[config.mk]
export PLATFORM = sky130hd
export DESIGN_NAME = lib_islip_iteration_scheduler_flat
export DESIGN_NICKNAME = d
export VERILOG_FILES = /design/src/rtl/lib_islip_iteration_scheduler_if.sv /design/src/rtl/lib_islip_iteration_scheduler.sv /design/src/flat_wrapper.sv
export SDC_FILE = /design/constraint.sdc
export NUM_CORES = 1
export LEC_CHECK = 0
export BUFFER_PORTS_ARGS = -buffer_cell sky130_fd_sc_hd__buf_2
export CORE_MARGIN = 5
export CORE_UTILIZATION = 30
export DETAILED_ROUTE_END_ITERATION = 6
export RECOVER_POWER = 25
export SYNTH_ARGS = -nofsm -noshare
export SYNTH_HDL_FRONTEND = slang
export SYNTH_SLANG_ARGS = --single-unit
[constraint.sdc]
create_clock -name clk -period 5.3 [get_ports clk]
set_clock_uncertainty 0.1 [all_clocks]
set_input_delay 0.53 -clock clk [delete_from_list [all_inputs] [get_ports clk]]
set_output_delay 0.53 -clock clk [all_outputs]
set_load 0.005 [all_outputs]
[src/rtl/lib_islip_iteration_scheduler_if.sv]
// Handshake bundle between the VOQ status logic / switch datapath and the
// iSLIP scheduler. The statistics ports exist only when
// LIB_ISLIP_SCHED_STATS_EN is defined.
interface lib_islip_iteration_scheduler_if #(
    parameter int N          = 4,
    parameter int M          = 4,
    parameter int ITERATIONS = 3
);
    localparam int CW = $clog2(ITERATIONS + 1);

    logic                i_start;
    logic [0:N-1][0:M-1] i_request;
    logic                o_busy;
    logic                o_valid;
    logic                i_ready;
    logic [0:N-1][0:M-1] o_match;
    logic [CW-1:0]       o_iterations;
`ifdef LIB_ISLIP_SCHED_STATS_EN
    logic [31:0]         o_stat_schedules;
    logic [31:0]         o_stat_matches;

    modport master (
        output i_start, i_request, i_ready,
        input  o_busy, o_valid, o_match, o_iterations, o_stat_schedules, o_stat_matches
    );
    modport slave (
        input  i_start, i_request, i_ready,
        output o_busy, o_valid, o_match, o_iterations, o_stat_schedules, o_stat_matches
    );
`else
    modport master (
        output i_start, i_request, i_ready,
        input  o_busy, o_valid, o_match, o_iterations
    );
    modport slave (
        input  i_start, i_request, i_ready,
        output o_busy, o_valid, o_match, o_iterations
    );
`endif
endinterface

[src/rtl/lib_islip_iteration_scheduler.sv]
// Multi-iteration iSLIP scheduler for an NxM crossbar. A request matrix is
// captured on start, then up to ITERATIONS request-grant-accept rounds run,
// one per clock, and the conflict-free matching is offered on valid/ready.
// Optional schedule/match statistics counters: LIB_ISLIP_SCHED_STATS_EN.
module lib_islip_iteration_scheduler #(
    parameter int N          = 4,
    parameter int M          = 4,
    parameter int ITERATIONS = 3
) (
    input  logic                              clk,
    input  logic                              reset,
    lib_islip_iteration_scheduler_if.slave    bus
);
    localparam int NW = (N > 1) ? $clog2(N) : 1;
    localparam int MW = (M > 1) ? $clog2(M) : 1;
    localparam int CW = $clog2(ITERATIONS + 1);

    typedef enum logic [1:0] {IDLE, ITER, DONE} state_t;

    state_t              state, state_nxt;
    logic [0:N-1][0:M-1] req_q, match_q, new_match, match_nxt;
    logic [CW-1:0]       round_q, round_nxt;
    logic [NW-1:0]       g_ptr   [M];
    logic [MW-1:0]       a_ptr   [N];
    logic [M-1:0]        gnt_valid;
    logic [NW-1:0]       gnt_idx [M];
    logic [N-1:0]        acc_valid;
    logic [MW-1:0]       acc_idx [N];
    logic [N-1:0]        row_used;
    logic [M-1:0]        col_used;
    logic                any_new, all_rows, all_cols, round_exit;

    // Cyclic (base + off) mod N; off never exceeds N-1.
    function automatic logic [NW-1:0] add_mod_n(input logic [NW-1:0] base, input int off);
        logic [NW:0] sum;
        sum = {1'b0, base} + (NW+1)'(off);
        if (sum >= (NW+1)'(N)) sum = sum - (NW+1)'(N);
        return sum[NW-1:0];
    endfunction

    // Cyclic (base + off) mod M; off never exceeds M-1.
    function automatic logic [MW-1:0] add_mod_m(input logic [MW-1:0] base, input int off);
        logic [MW:0] sum;
        sum = {1'b0, base} + (MW+1)'(off);
        if (sum >= (MW+1)'(M)) sum = sum - (MW+1)'(M);
        return sum[MW-1:0];
    endfunction

    // Inputs and outputs already matched in earlier rounds of this schedule.
    always_comb begin
        // NOTE: every combinational output gets a default first so no path leaves it unassigned (no latch).
        row_used = '0;
        col_used = '0;
        for (int i = 0; i < N; i++) begin
            for (int j = 0; j < M; j++) begin
                if (match_q[i][j]) begin
                    row_used[i] = 1'b1;
                    col_used[j] = 1'b1;
                end
            end
        end
    end

    // Grant phase: each free output picks the first free requesting input from its pointer.
    always_comb begin
        logic [NW-1:0] cand_i;
        cand_i    = '0;
        gnt_valid = '0;
        for (int j = 0; j < M; j++) begin
            gnt_idx[j] = '0;
            for (int k = 0; k < N; k++) begin
                cand_i = add_mod_n(g_ptr[j], k);
                if (!col_used[j] && !gnt_valid[j] && req_q[cand_i][j] && !row_used[cand_i]) begin
                    gnt_valid[j] = 1'b1;
                    gnt_idx[j]   = cand_i;
                end
            end
        end
    end

    // Accept phase: each free input takes the first granting output from its pointer.
    always_comb begin
        logic [MW-1:0] cand_j;
        cand_j    = '0;
        acc_valid = '0;
        new_match = '0;
        for (int i = 0; i < N; i++) begin
            acc_idx[i] = '0;
            for (int k = 0; k < M; k++) begin
                cand_j = add_mod_m(a_ptr[i], k);
                if (!row_used[i] && !acc_valid[i] && gnt_valid[cand_j] && gnt_idx[cand_j] == NW'(i)) begin
                    acc_valid[i]         = 1'b1;
                    acc_idx[i]           = cand_j;
                    new_match[i][cand_j] = 1'b1;
                end
            end
        end
    end

    // Round result and the exit decision taken at the registering edge.
    always_comb begin
        match_nxt = match_q | new_match;
        round_nxt = round_q + CW'(1);
        any_new   = |new_match;
        all_rows  = 1'b1;
        all_cols  = 1'b1;
        for (int i = 0; i < N; i++) all_rows = all_rows & (|match_nxt[i]);
        for (int j = 0; j < M; j++) begin
            logic col_hit;
            col_hit = 1'b0;
            for (int i = 0; i < N; i++) col_hit = col_hit | match_nxt[i][j];
            all_cols = all_cols & col_hit;
        end
        round_exit = (round_nxt == CW'(ITERATIONS)) || !any_new || all_rows || all_cols;
    end

    // State register.
    always_ff @(posedge clk) begin
        // NOTE: sequential state uses non-blocking assignments so every flop samples pre-edge values.
        if (reset) state <= IDLE;
        else       state <= state_nxt;
    end

    // Next-state logic; start is honoured only in IDLE, ready only in DONE.
    always_comb begin
        state_nxt = state;
        case (state)
            IDLE:    if (bus.i_start) state_nxt = ITER;
            ITER:    if (round_exit) state_nxt = DONE;
            DONE:    if (bus.i_ready) state_nxt = IDLE;
            default: state_nxt = IDLE;
        endcase
    end

    // Request capture, match accumulation and round-1-only pointer update.
    always_ff @(posedge clk) begin
        if (reset) begin
            // NOTE: the pointer arrays are reset explicitly; their start position defines the first schedule.
            req_q   <= '0;
            match_q <= '0;
            round_q <= '0;
            for (int j = 0; j < M; j++) g_ptr[j] <= '0;
            for (int i = 0; i < N; i++) a_ptr[i] <= '0;
        end else begin
            case (state)
                IDLE: begin
                    if (bus.i_start) begin
                        req_q   <= bus.i_request;
                        match_q <= '0;
                        round_q <= '0;
                    end
                end
                ITER: begin
                    match_q <= match_nxt;
                    round_q <= round_nxt;
                    if (round_q == '0) begin
                        for (int j = 0; j < M; j++) begin
                            if (gnt_valid[j] && new_match[gnt_idx[j]][j]) g_ptr[j] <= add_mod_n(gnt_idx[j], 1);
                        end
                        for (int i = 0; i < N; i++) begin
                            if (acc_valid[i]) a_ptr[i] <= add_mod_m(acc_idx[i], 1);
                        end
                    end
                end
                default: ;
            endcase
        end
    end

    assign bus.o_busy       = (state != IDLE);
    assign bus.o_valid      = (state == DONE);
    assign bus.o_match      = match_q;
    assign bus.o_iterations = round_q;

`ifdef LIB_ISLIP_SCHED_STATS_EN
    logic [31:0] stat_schedules, stat_matches;
    logic [32:0] match_sum;
    logic        handshake;

    assign handshake = (state == DONE) && bus.i_ready;
    assign match_sum = {1'b0, stat_matches} + 33'($countones(match_q));

    // Saturating counters of delivered schedules and matched pairs.
    always_ff @(posedge clk) begin
        if (reset) begin
            stat_schedules <= '0;
            stat_matches   <= '0;
        end else if (handshake) begin
            if (stat_schedules != '1) stat_schedules <= stat_schedules + 32'd1;
            stat_matches <= match_sum[32] ? '1 : match_sum[31:0];
        end
    end

    assign bus.o_stat_schedules = stat_schedules;
    assign bus.o_stat_matches   = stat_matches;
`endif
endmodule

[src/flat_wrapper.sv]
// flat-port wrapper written by rule: the top's interface ports become plain ports
module lib_islip_iteration_scheduler_flat 
#(
    parameter int N          = 4,
    parameter int M          = 4,
    parameter int ITERATIONS = 3
)
  (clk, reset, bus_i_start, bus_i_request, bus_i_ready, bus_o_busy, bus_o_valid, bus_o_match, bus_o_iterations);
  lib_islip_iteration_scheduler_if #(.N(N), .M(M), .ITERATIONS(ITERATIONS)) bus_i ();
  input  logic clk;
  input  logic reset;
  input wire logic [$bits(bus_i.i_start)-1:0] bus_i_start;
  input wire logic [$bits(bus_i.i_request)-1:0] bus_i_request;
  input wire logic [$bits(bus_i.i_ready)-1:0] bus_i_ready;
  output wire logic [$bits(bus_i.o_busy)-1:0] bus_o_busy;
  output wire logic [$bits(bus_i.o_valid)-1:0] bus_o_valid;
  output wire logic [$bits(bus_i.o_match)-1:0] bus_o_match;
  output wire logic [$bits(bus_i.o_iterations)-1:0] bus_o_iterations;
  assign bus_i.i_start = bus_i_start;
  assign bus_i.i_request = bus_i_request;
  assign bus_i.i_ready = bus_i_ready;
  assign bus_o_busy = bus_i.o_busy;
  assign bus_o_valid = bus_i.o_valid;
  assign bus_o_match = bus_i.o_match;
  assign bus_o_iterations = bus_i.o_iterations;
  lib_islip_iteration_scheduler #(.N(N), .M(M), .ITERATIONS(ITERATIONS)) u_core (.clk(clk), .reset(reset), .bus(bus_i));
endmodule
## Yosys cells after proc, flatten, opt, wreduce, memory -nomap -nowiden

Memory sizes are Yosys's and may differ from the RTL's.
Cells that the tools add are included.

- Register bits after elaboration: 36
- Latch bits: 0
- Memory bits (writable): 16
- Memory bits (read-only): 0
- Input bits: 20
- Logic and storage cells: 923
- Memories: 2

- Add/subtract/negate cells: 73
- Multiply operators: 0
- Divide/modulo/power cells: 0
- Magnitude comparators: 124
- Equality and inequality tests: 18
- Shift-type cells: 0
- Mux-type cells: 445
- Bitwise operators: 75
- Reductions and logical operators: 176

Memories:

| name | depth | width | read ports | clocked after memory_dff | write ports | RTL line | text |
|---|---|---|---|---|---|---|---|
| u_core.a_ptr | 4 | 2 | 4 | 0 | 4 | lib_islip_iteration_scheduler.sv:24 | `logic [MW-1:0] a_ptr [N];` |
| u_core.g_ptr | 4 | 2 | 4 | 0 | 4 | lib_islip_iteration_scheduler.sv:23 | `logic [NW-1:0] g_ptr [M];` |

Operator list:

| kind | number |
|---|---|
| 2-bit two-way mux | 158 |
| 3-bit >= comparator (second input constant) | 68 |
| 1-bit two-way mux | 163 |
| 4-bit binary-select mux with 2-bit select | 20 |
| 1-bit logical AND | 108 |
| 2-bit inverter with 3-bit output | 36 |
| 4-bit two-way mux | 26 |
| 2-bit by 3-bit less-than comparator with 1-bit output (second input constant) | 32 |
| 2-bit by 1-bit subtractor with 2-bit output (second input constant) | 40 |
| 1-bit binary-select mux with 2-bit select | 32 |
| 2-bit binary-select mux with 2-bit select | 16 |
| 1-bit logical NOT | 49 |
| 2-bit by 1-bit adder with 3-bit output (second input constant) | 16 |
| 2-bit by 2-bit adder with 3-bit output (second input constant) | 16 |
| 3-bit by 1-bit less-than comparator with 1-bit output (second input constant) | 16 |
| 4-bit bitwise OR | 12 |
| 1-bit demux with 2-bit select | 16 |
| 16-bit case mux with 2 select lines | 1 |
| 3-bit two-way mux | 10 |
| 2-bit by 3-bit >= comparator with 1-bit output (second input constant) | 8 |
| 2-bit equality test (second input constant) | 10 |
| 1-bit bitwise OR | 20 |
| 16-bit two-way mux | 1 |
| 16-bit bitwise OR | 1 |
| 14 further kinds | 36 |

## Depth between registers and ports, before layout

An unclocked memory read counts as a cell.

- Depth after elaboration: 56
- Gate-level depth with buffers: 18
- Depth with buffers taken out: 13

## Worst setup path before layout

Ideal clock, no wire load.

- Kind: flip-flop to flip-flop
- Start: register u_core.match_q (netlist bit u_core.bus.o_match[13])
- End: register u_core.state[0]
- Setup time: 116 ps
- Data arrival time: 3831 ps
- Data required time: 5084 ps
- Path slack: 1253 ps
- Cell stages (with the launch flop): 15
- Cell sequence: dfxtp_1 -> or4_1 -> clkbuf_2 -> a311o_1 -> a211oi_4 -> a211oi_2 -> or3_1 -> mux2_2 -> o221ai_1 -> a32o_1 -> a221o_1 -> nor4_1 -> and4_1 -> a21oi_1 -> a31o_1

- Cells in the longest elaborated chain, start to end: 54
- Elaborated cells on any way between the ends: 363

RTL lines:

| what | RTL line | text |
|---|---|---|
| start, declared | lib_islip_iteration_scheduler.sv:21 | `logic [0:N-1][0:M-1] req_q, match_q, new_match, match_nxt;` |
| start signal, assigned | lib_islip_iteration_scheduler.sv:154 | `match_q <= match_nxt;` |
| 1-bit two-way mux (4 in a row) | lib_islip_iteration_scheduler.sv:56 | `if (match_q[i][j]) begin` |
| 1-bit logical NOT | lib_islip_iteration_scheduler.sv:73 | `if (!col_used[j] && !gnt_valid[j] && req_q[cand_i][j] && !row_used[cand_i]) begin` |
| 1-bit logical AND (2 in a row) | lib_islip_iteration_scheduler.sv:73 |  |
| 1-bit two-way mux | lib_islip_iteration_scheduler.sv:73 |  |
| 1-bit logical NOT | lib_islip_iteration_scheduler.sv:73 |  |
| 1-bit logical AND (3 in a row) | lib_islip_iteration_scheduler.sv:73 |  |
| 1-bit two-way mux | lib_islip_iteration_scheduler.sv:73 |  |
| 1-bit logical NOT | lib_islip_iteration_scheduler.sv:73 |  |
| (+26 left out) | - |  |
| 1-bit logical AND (3 in a row) | lib_islip_iteration_scheduler.sv:91 | `if (!row_used[i] && !acc_valid[i] && gnt_valid[cand_j] && gnt_idx[cand_j] == NW'(i)) begin` |
| 4-bit two-way mux | lib_islip_iteration_scheduler.sv:91 |  |
| 16-bit bitwise OR | lib_islip_iteration_scheduler.sv:102 | `match_nxt = match_q \| new_match;` |
| 1-bit bitwise OR (3 in a row) | lib_islip_iteration_scheduler.sv:111 | `for (int i = 0; i < N; i++) col_hit = col_hit \| match_nxt[i][j];` |
| 1-bit bitwise AND (3 in a row) | lib_islip_iteration_scheduler.sv:112 | `all_cols = all_cols & col_hit;` |
| 1-bit logical OR * | lib_islip_iteration_scheduler.sv:114 | `round_exit = (round_nxt == CW'(ITERATIONS)) \|\| !any_new \|\| all_rows \|\| all_cols;` |
| 2-bit by 1-bit != test with 1-bit output (no source line) * | - |  |
| 3-bit AND reduction (no source line) * | - |  |
| end signal, assigned | lib_islip_iteration_scheduler.sv:121 | `else state <= state_nxt;` |
| end, declared | lib_islip_iteration_scheduler.sv:20 | `state_t state, state_nxt;` |

Mark *: on every way between the ends. The rest lies on a longest branch, timed or not. The select of a mux whose other input is x is not followed.
A chain may end at the register's enable or synchronous reset.

## Worst setup path in the final report

- Start: register u_core.match_q (netlist bit u_core.bus.o_match[13])
- End: register u_core.state[1]

The elaborated chain is that of the path after synthesis.

==> summary.txt <==
STATUS
----------------------------------------------------------------------------------
Run status                                                               completed

CLOCKING
----------------------------------------------------------------------------------
Clock transition at path regs                                              0.08 ns
Clock network latency to the later pin of the worst-skew pair              0.31 ns
CTS tree                                                                       yes
Clock sinks                                                                     52
Clk Tree Root Cell                                                       clkbuf_16
CTS max path bufs                                                                2
Setup fix buffers added after clock tree synthesis                               0
Clock buffers created by TritonCTS                                               5
Post-CTS resize count                                                            0
Hold Buf Count CTS                                                               0
H-tree depth                                                                     2

YOSYS
----------------------------------------------------------------------------------
Most area-hungry cell type in the Yosys netlist                            dfxtp_1
Post-Synthesis Net Count                                                       921
Register bit total from synthesis                                               52
Unique masters post-synth                                                       98
Top FF cell, synth                                                         dfxtp_1
Leading cell types by count after synthesis                           nand2_1, nor2_1, a21oi_1, dfxtp_1, o21ai_0
Synthesized area divided by synthesized cell count                      7.43 sq um
Fraction of the yosys area taken by sequential cells                         18.5%
Count of flip-flops with a built-in enable after synthesis                      16
Netlist area before placement                                         0.00648 sq mm
Synth Instances                                                                872
Yosys warnings                                                                   0
Share of synthesized flip-flops with an asynchronous set or reset               0%
Most common cell in the synthesized netlist                                nand2_1
Most area-consuming cells after synthesis                             dfxtp_1, edfxtp_1, nand2_1
Proportion of netlist area held by the largest area contributor              11.1%

CELLS AND AREA
----------------------------------------------------------------------------------
Area used by multi-input combinational logic                          0.00489 sq mm
Layout Area Growth over Synthesis                                            10.7%
Fill cell instance count of the final layout                                  2214
Total Nets Final                                                               946
Sequential cell area                                                  0.00120 sq mm
Share of final-layout standard cells stronger than drive strength 1          13.3%
# diodes                                                                         0

FLOORPLANNING
----------------------------------------------------------------------------------
Std-Cell Core Area                                                    0.0212 sq mm
Top-level I/O count                                                             40
Effective utilization at floorplan                                           30.6%
Width of the die                                                            157 um
Floorplan row count                                                             53
Height of the die                                                           157 um
Die outline area                                                      0.0246 sq mm

FLOW RUN
----------------------------------------------------------------------------------
Max_cap viols                                                                    0

WORST HOLD PATH
----------------------------------------------------------------------------------
Hold Crit Class                                                       input port to flop

GLOBAL ROUTE
----------------------------------------------------------------------------------
Antenna violations before repair                                                 0
Pin count of the biggest net entering global routing                            48
GRT overflow                                                                     0
Wire length of the first global-routing pass                               37.2 mm
GRT Total Usage                                                              18.8%
Number of global-route vias before repair                                     6793

WORST SETUP PATH
----------------------------------------------------------------------------------
Critical Path End Type                                                        flop
Delay of the slowest critical-path stage                                   0.90 ns
Type of the setup path with the least slack                           flop to flop
Critical path arrival                                                      4.91 ns
Critical Path Start Type                                                      flop
Worst path required time                                                   5.38 ns
Cells along the critical path                                         or4_1, o22ai_1, a21oi_1, o211a_1, or3_1, mux2_2, o221ai_1, a32o_1, a221o_1, nor4_1, o21ai_0, a21oi_1, a211oi_2
Most used cell, CP                                                         a21oi_1
Crit path max-delay cell type                                                or4_1
CP Max Fanout                                                                   15

TIMING
----------------------------------------------------------------------------------
Setup-violating endpoint count in the final report                               0
Final-report max-slew violation count                                            0
Final number of hold-violating endpoints                                         0
Final cycle utilization of the critical path                                 91.2%
Headroom to the max-slew limit                                               23.8%
Final sum of negative setup slack                                             0 ns
Least-Margin Pin Slew                                                      1.14 ns
Fin crit period                                                            4.84 ns
Setup repair after global routing missed its margin                             no
Maximum clock frequency                                                  0.207 GHz

ROUTE
----------------------------------------------------------------------------------
DRC violations left                                                              0
Initial DRT Pass Iterations                                                      7
DRT antenna net count                                                            0
Number of DRC markers in iteration 0                                           841
Post-DR vias/cell                                                             6.22
Wirelength per Cell                                                        20.1 um
Total length of routed wires                                               23.6 mm
Via count of the routed design                                                7297

PWR
----------------------------------------------------------------------------------
Power Dens Cells                                                       639 mW/mm^2
Overall power after layout                                                 4.58 mW
Leakage power                                                              2.62 nW
IR Drop Worst-Case VDD                                                    0.352 mV

PLACED DESIGN
----------------------------------------------------------------------------------
I/O Buffers                                                                     39
Final Wtd Congestion                                                         0.956
Post-DP HPWL                                                               17.6 mm

[layer usage]
layer	GRT usage [%]	wire length, um	part of all wire (%)	up-vias
li1	-	-	-	3411
met1	24.6	9790	41	3409
met2	29.5	10400	44	416
met3	5.14	2620	11	61
met4	7.15	769	3.3	0
met5	0	0	0	-
[registers in the layout (all words and copies together) (netlist names)]
| signal | flops |
|---|---|
| u_core.bus.o_match | 16 |
| u_core.req_q | 16 |
| u_core.a_ptr | 8 |
| u_core.g_ptr | 8 |
| u_core.bus.o_iterations | 2 |
| u_core.state | 2 |
[per-stage QoR]
stage               util [%]  hold slack (ns)  worst slack [ns]  area [sq um]  instances
detailed placement      33.2            0.385             0.528          7020       1165
CTS                     34.0            0.354             0.503          7190       1173
global placement        33.2            0.374             0.549          7020       1165
global route            33.9            0.351             0.142          7170       1173
floorplan                  -            0.371              1.25          6480        872
finish                  33.9            0.354             0.464          7170       1173
[power breakdown]
part | total (mW) | switching, mW | internal [mW]
registers | 0.703 | 0.198 | 0.505
logic | 3.47 | 2.21 | 1.25
clock network | 0.413 | 0.183 | 0.229
total | 4.58 | 2.59 | 1.99
[layout make-up]
cell class / instances / share of cell area, %
clock buffers: 5 / 1.74
clock inverters: 3 / 0.698
inverters: 34 / 1.78
multi-input cells: 732 / 68.2
flip-flops and latches: 52 / 16.7
well taps: 275 / 4.80
repair buffers: 72 / 6.04
[worst max-delay path, delay by kind of cell, from the launching register on]
kind               cells  cell delay, ns
AOI/OAI and AO/OA      9            2.24
muxes                  1            0.25
DFF                    1            0.37
and+or+nand+nor        3            1.73
[cells in the final DEF, fill, tap and decap left out, types with 6 or more instances in the layout]
| cell | Yosys | layout |
|---|---|---|
| o31ai_1 | 11 | 11 |
| a32o_1 | 8 | 8 |
| o22ai_1 | 13 | 13 |
| a21oi_1 | 59 | 59 |
| a221oi_1 | 9 | 9 |
| o32ai_1 | 6 | 6 |
| nor3_1 | 24 | 24 |
| inv_1 | 28 | 28 |
| nand2b_1 | 19 | 19 |
| clkbuf_1 | 31 | 13 |
| nand2_1 | 117 | 117 |
| or3_1 | 6 | 6 |
| mux2i_1 | 12 | 12 |
| or4_1 | 10 | 10 |
| or2_2 | 6 | 6 |
| o211ai_1 | 13 | 13 |
| a211o_1 | 7 | 7 |
| a21boi_0 | 7 | 7 |
| nor2_1 | 78 | 78 |
| dfxtp_1 | 36 | 36 |
| a32oi_1 | 6 | 6 |
| o2111ai_1 | 6 | 6 |
| edfxtp_1 | 16 | 16 |
| a22oi_1 | 26 | 26 |
| nor3b_1 | 6 | 6 |
| buf_4 | 2 | 30 |
| nand4_1 | 10 | 10 |
| and2_1 | 19 | 19 |
| nor4_1 | 18 | 16 |
| buf_2 | 11 | 27 |
| nor2b_1 | 10 | 10 |
| mux2_2 | 6 | 6 |
| ha_1 | 29 | 29 |
| nand3_1 | 23 | 23 |
| a211oi_1 | 20 | 20 |
| o21ai_0 | 33 | 33 |
[logic make-up (layout without fill, tap and decap cells)]
kind of cell	after synthesis	in the layout	synth area share [%]
and+or+nand+nor	376	376	29.9
AOI/OAI and AO/OA	304	304	35.8
buffers and inverters	88	114	6.14
DFF	52	52	18.5
adders and majority gates	29	29	5.60
muxes	20	20	3.59
xor gates and xnor gates	3	3	0.406
[path summary, 6_finish.rpt]
check / from / to / slack, ns / cells after the start
min: bus_i_request[1] / u_core.req_q[1] / 0.35 / 3
max reg2reg: u_core.bus.o_match[13] / u_core.state[1] / 0.46 / 13
min reg2reg: u_core.bus.o_iterations[0] / u_core.bus.o_iterations[0] / 0.40 / 2
max: u_core.bus.o_match[13] / u_core.state[1] / 0.46 / 13
No activity file was read; power rests on OpenSTA's default activity.
